File: src/rtl/mesh_term_pkg.sv
// rtl/mesh_term_pkg.sv - packet field layout and RX state type for the mesh terminal port
package mesh_term_pkg;

    // Field positions are offsets below the packet MSB so any packet width can share them.
    localparam int JUMP_MSB = 0;
    localparam int ROW_MSB  = 8;
    localparam int COL_MSB  = 12;
    localparam int MODE_BIT = 16;
    localparam int MAX_W    = 256;

    typedef enum logic {
        RX_IDLE,
        RX_GAP
    } rx_state_t;

    function automatic logic [3:0] get_row(input logic [MAX_W-1:0] pkt, input int sz);
        return 4'(pkt >> (sz - 1 - ROW_MSB - 3));
    endfunction

    function automatic logic [3:0] get_col(input logic [MAX_W-1:0] pkt, input int sz);
        return 4'(pkt >> (sz - 1 - COL_MSB - 3));
    endfunction

endpackage

File: src/rtl/mesh_term_port_fifo.sv
// rtl/mesh_term_port_fifo.sv - small register FIFO with head output and simultaneous push/pop
module term_fifo #(
    parameter int width = 40,
    parameter int depth = 4
) (
    input  logic             clk,
    input  logic             rst,
    input  logic             push,
    input  logic [width-1:0] din,
    input  logic             pop,
    output logic [width-1:0] dout,
    output logic             full,
    output logic             empty
);
    localparam int AW = $clog2(depth);

    logic [width-1:0] mem [depth];
    logic [AW-1:0]    wr_ptr;
    logic [AW-1:0]    rd_ptr;
    logic [AW:0]      count;
    logic [AW:0]      count_nxt;
    logic             pop_ok;
    logic             push_ok;

    // A pop in the same cycle frees the slot a push into a full buffer needs.
    assign pop_ok  = pop && !empty;
    assign push_ok = push && (!full || pop_ok);

    always_comb begin
        count_nxt = count;
        if (push_ok && !pop_ok)
            count_nxt = count + 1'b1;
        else if (pop_ok && !push_ok)
            count_nxt = count - 1'b1;
    end

    always_ff @(posedge clk or posedge rst) begin
        if (rst) begin
            for (int i = 0; i < depth; i++)
                mem[i] <= '0;
            wr_ptr <= '0;
            rd_ptr <= '0;
            count  <= '0;
            full   <= 1'b0;
            empty  <= 1'b1;
        end else begin
            if (push_ok) begin
                mem[wr_ptr] <= din;
                wr_ptr      <= wr_ptr + 1'b1;
            end
            if (pop_ok)
                rd_ptr <= rd_ptr + 1'b1;
            count <= count_nxt;
            full  <= (count_nxt == (AW+1)'(depth));
            empty <= (count_nxt == '0);
        end
    end

    assign dout = mem[rd_ptr];

endmodule

File: src/rtl/mesh_term_port.sv
// rtl/mesh_term_port.sv - terminal adapter between one device and one mesh_emu edge port
module mesh_term_port
    import mesh_term_pkg::*;
#(
    parameter int pckg_sz    = 40,
    parameter int fifo_depth = 4,
    parameter int ROW_ID     = 0,
    parameter int COL_ID     = 1,
    parameter int CNT_W      = 16
) (
    input  logic               clk,
    input  logic               rst,
    input  logic               tx_push,
    input  logic [pckg_sz-1:0] tx_data,
    output logic               tx_full,
    output logic               mesh_pndng_o,
    output logic [pckg_sz-1:0] mesh_data_o,
    input  logic               mesh_popin,
    input  logic               mesh_pndng_i,
    input  logic [pckg_sz-1:0] mesh_data_i,
    output logic               mesh_pop,
    input  logic               rx_pop,
    output logic [pckg_sz-1:0] rx_data,
    output logic               rx_valid,
    output logic               err_tx_ovf,
    output logic               err_misroute,
    output logic [CNT_W-1:0]   tx_cnt,
    output logic [CNT_W-1:0]   rx_cnt
);
    logic      tx_empty;
    logic      rx_full;
    logic      rx_empty;
    logic      tx_taken;
    logic      tx_drop;
    logic      misrouted;
    rx_state_t rx_state;

    term_fifo #(.width(pckg_sz), .depth(fifo_depth)) u_tx_fifo (
        .clk   (clk),
        .rst   (rst),
        .push  (tx_push),
        .din   (tx_data),
        .pop   (mesh_popin),
        .dout  (mesh_data_o),
        .full  (tx_full),
        .empty (tx_empty)
    );

    term_fifo #(.width(pckg_sz), .depth(fifo_depth)) u_rx_fifo (
        .clk   (clk),
        .rst   (rst),
        .push  (mesh_pop),
        .din   (mesh_data_i),
        .pop   (rx_pop),
        .dout  (rx_data),
        .full  (rx_full),
        .empty (rx_empty)
    );

    assign mesh_pndng_o = !tx_empty;
    assign rx_valid     = !rx_empty;
    assign tx_taken     = mesh_popin && !tx_empty;
    assign tx_drop      = tx_push && tx_full && !tx_taken;

    // The mesh refreshes pndng/data a cycle after a pop, so RX_GAP skips that stale cycle.
    assign mesh_pop  = (rx_state == RX_IDLE) && mesh_pndng_i && !rx_full;
    assign misrouted = (get_row(MAX_W'(mesh_data_i), pckg_sz) != 4'(ROW_ID)) ||
                       (get_col(MAX_W'(mesh_data_i), pckg_sz) != 4'(COL_ID));

    always_ff @(posedge clk or posedge rst) begin
        if (rst) begin
            rx_state     <= RX_IDLE;
            err_tx_ovf   <= 1'b0;
            err_misroute <= 1'b0;
            tx_cnt       <= '0;
            rx_cnt       <= '0;
        end else begin
            case (rx_state)
                RX_IDLE: if (mesh_pop) rx_state <= RX_GAP;
                default: rx_state <= RX_IDLE;
            endcase
            if (tx_drop)
                err_tx_ovf <= 1'b1;
            if (mesh_pop && misrouted)
                err_misroute <= 1'b1;
            if (tx_taken && tx_cnt != '1)
                tx_cnt <= tx_cnt + 1'b1;
            if (mesh_pop && rx_cnt != '1)
                rx_cnt <= rx_cnt + 1'b1;
        end
    end

endmodule
File: config.mk
export PLATFORM = sky130hd
export DESIGN_NAME = mesh_term_port
export DESIGN_NICKNAME = d
export VERILOG_FILES = /design/src/rtl/mesh_term_pkg.sv /design/src/rtl/mesh_term_port_fifo.sv /design/src/rtl/mesh_term_port.sv
export SDC_FILE = /design/constraint.sdc
export NUM_CORES = 1
export LEC_CHECK = 0
export ABC_AREA = 1
export CORE_UTILIZATION = 52
export DETAILED_ROUTE_END_ITERATION = 7
export PLACE_DENSITY = 0.82
export SYNTH_ARGS = -nofsm -noshare
export SYNTH_HDL_FRONTEND = slang
export SYNTH_SLANG_ARGS = --single-unit
File: constraint.sdc
create_clock -name clk -period 16.8 [get_ports clk]
set_clock_uncertainty 0.05 [all_clocks]
set_input_delay 3.36 -clock clk [delete_from_list [all_inputs] [get_ports clk]]
set_output_delay 3.36 -clock clk [all_outputs]
set_load 0.05 [all_outputs]
==> reports/qor.txt <==
GPL Wtd Cong: 0.809
Largest stage delay on the critical path: 0.85 ns
RSZ-0062 raised after global routing: false
CTS root buf: clkbuf_16
Routed Antenna Nets: 0
Slew margin rel.: 0.239
Outcome: finished clean
Sequential-to-total area share from yosys stat: 0.545
Die Ht: 184 µm
1st-iter DRT viols: 1083
Hold Startpoint: u_tx_fifo.mem[78]
Hold buffers post-CTS: 0
CTS tree: yes
Mapped Cells: 1982
Worst setup SP type: input port
Synth Net Count: 2082
Row cnt: 66
Data arrival, critical path: 5.13 ns
Hold Crit Class: reg -> reg
GRT Overall Usage: 0.245
Largest net degree at the start of global routing: 168
PD cells: 232 nW/µm²
Via Count: 14.1k
Critical-path cell list: clkdlybuf4s50_1 -> nand3_2 -> inv_2 -> clkdlybuf4s50_1
Initial core utilization: 0.528
Worst VDD drop: 0.000163 V
Worst-Margin Slew: 1.14 ns
Max-Cap Viols: 0
Crit share post-route: 0.508
Critical path capture point type: output pin
Diode count: 0
HPWL Detailed: 23.5 mm
Wire per inst: 15.7 µm
Fraction of final layout cells sized beyond drive strength 1: 0.0783
Slowest CP cell: clkdlybuf4s50_1
Worst r2r dst: u_tx_fifo.mem[68]
Fin worst setup slack: 8.26 ns
Post-CTS Setup Bufs: 0
# IOs: 204
Min cycle time layout: 8.54 ns
Mean post-synth cell area: 8.65 µm²
Routed wire length: 40.7 mm
Clk Latency, worst-skew pair: 0.52 ns
Number of global-route vias before repair: 13.9k
Synth top area cells: dfrtp_1 54%, nand2_1 11%, o21ai_0 9.3%, nor2_1 4.4%, o21ai_1 3.3%
Total core area: 32500 µm²
CTS Buffer Depth: 3
Area Overhead vs Synth: 19.2%
Max Slew Vio Count: 0
First-pass GRT wire length: 67.8 mm
Post-CTS Resized: 0
Reg2reg setup slack: 14.61 ns
Crit path kind: in -> out
Min-Delay Endpoint: u_tx_fifo.mem[78]
Clk pin slew, worst setup/hold paths: 0.06 ns
Dpl ws: 8.28 ns
Remaining global-route overflow: 0
# clock sinks: 373
Die area: 33700 µm²
Static Leak: 0.00945 µW
DRC viols: 0
H-tree levels: 2
CP max FO: 12
Via-to-Cell Ratio: 5.47
Buffers added on ports: 203
Layout fillers: 2647
Cell mode on critical path: clkdlybuf4s50_1
Setup violations, final: 0
Worst Path Required: 13.39 ns
Worst r2r src: u_tx_fifo.empty
Nets: 2221
Final Non-Filler Cells: 2588
Commonest cells after routing, fill and taps aside: 484 x nand2_1, 369 x dfrtp_1, 318 x o21ai_0
Post-synthesis cell type count: 33
Most common cell after layout, fill and taps aside: nand2_1
Syn Std Cell Area: 17100 µm²
Final hold vios: 0
YS warnings: 0
Dpl cells: 2521
Synth area leader: dfrtp_1
Drt pass-1 iters: 5
Fmax achieved: 0.117 GHz
Hold path depth: 2
Die Wd: 184 µm
CTS Buf Count: 40
Synth top area share: 0.542
Worst-case reg-to-reg path depth: 6
Initial antenna violation count: 1
Fin Setup TNS: 0 ns
Yosys reg bits: 373
critical path, delay by kind of cell:
kind / cells / cell delay [ns]
buffers and inverters: 3 / 1.61
AND/OR/NAND/NOR: 1 / 0.16
metal layers:
metal,vias up,part of all wire,track usage
met4,0,0.019,0.0727
met1,6866,0.42,0.320
met2,444,0.49,0.415
met5,-,0,0
met3,67,0.069,0.0442
li1,6767,-,-
worst max path at each step:
stage,startpoint,end,slack (ns),cells after the start
after floorplan,rst,err_misroute,3.03,1
after global placement,mesh_pndng_i,mesh_pop,8.27,4
after detailed placement,mesh_pndng_i,mesh_pop,8.28,4
after CTS,mesh_pndng_i,mesh_pop,8.28,4
after global routing,mesh_pndng_i,mesh_pop,8.19,4
final,mesh_pndng_i,mesh_pop,8.26,4
cell families (layout without fill, tap and decap cells):
group	Yosys count	in the layout	synth area share
buffers and inverters	253	417	0.0721
AOI/OAI and AO/OA	578	578	0.189
xor gates and xnor gates	28	28	0.0143
DFF	373	373	0.545
and+or+nand+nor	736	736	0.170
adders and majority gates	14	14	0.0102
metrics by stage:
stage / area [µm²] / hold slack (ns) / total power [µW] / util
finish: 20400 / 0.427 / 4730 / 0.630
global route: 20400 / 0.447 / 5030 / 0.630
CTS: 20400 / 0.427 / 4750 / 0.630
detailed placement: 19100 / 0.412 / 3850 / 0.589
global placement: 19100 / 0.406 / 3770 / 0.589
floorplan: 17100 / 0.398 / 3170 / -
sequential cells by signal (all words and copies together) (netlist names), 3 cells and up:
register / cells
u_rx_fifo.mem: 160
u_tx_fifo.count: 3
u_tx_fifo.mem: 160
rx_cnt: 16
tx_cnt: 16
u_rx_fifo.count: 3
Yosys cell counts:
cell type and count:
nand2_1 485, o21ai_2 59, nor2_4 2, inv_2 7, xnor2_1 13, clkinv_1 1
a21oi_1 2, buf_4 1, o21bai_1 1, buf_6 35, nand3_2 1, dfstp_2 2
o21ai_0 318, a21oi_2 1, xor2_1 15, inv_1 126, ha_1 14, clkbuf_1 63
nand3_1 22, dfrtp_1 371, nor3_1 1, o22ai_1 80, nand2_4 7, buf_2 16
buf_1 4, a21oi_4 1, nand4_1 9, or2_2 2, o21ai_1 114, a31o_2 1
nand2_2 7, nor2_1 200, o211ai_1 1
layout make-up:
cell class / instances / area (µm²) / area share
flip-flops and latches: 373 / 9340 / 0.457
multi-input cells: 1356 / 6580 / 0.322
repair buffers: 216 / 2140 / 0.105
clock buffers: 53 / 1120 / 0.0549
well taps: 442 / 553 / 0.0271
inverters: 134 / 510 / 0.0250
clock inverters: 14 / 188 / 0.00919
report_power, final:
group	total (µW)	internal [µW]	switching (µW)	leakage, µW
clock	878	530	349	0.000643
sequential	1490	1280	210	0.00471
combinational	2360	759	1610	0.00410
total	4730	2570	2160	0.00945
No activity file was read; power rests on OpenSTA's default activity.
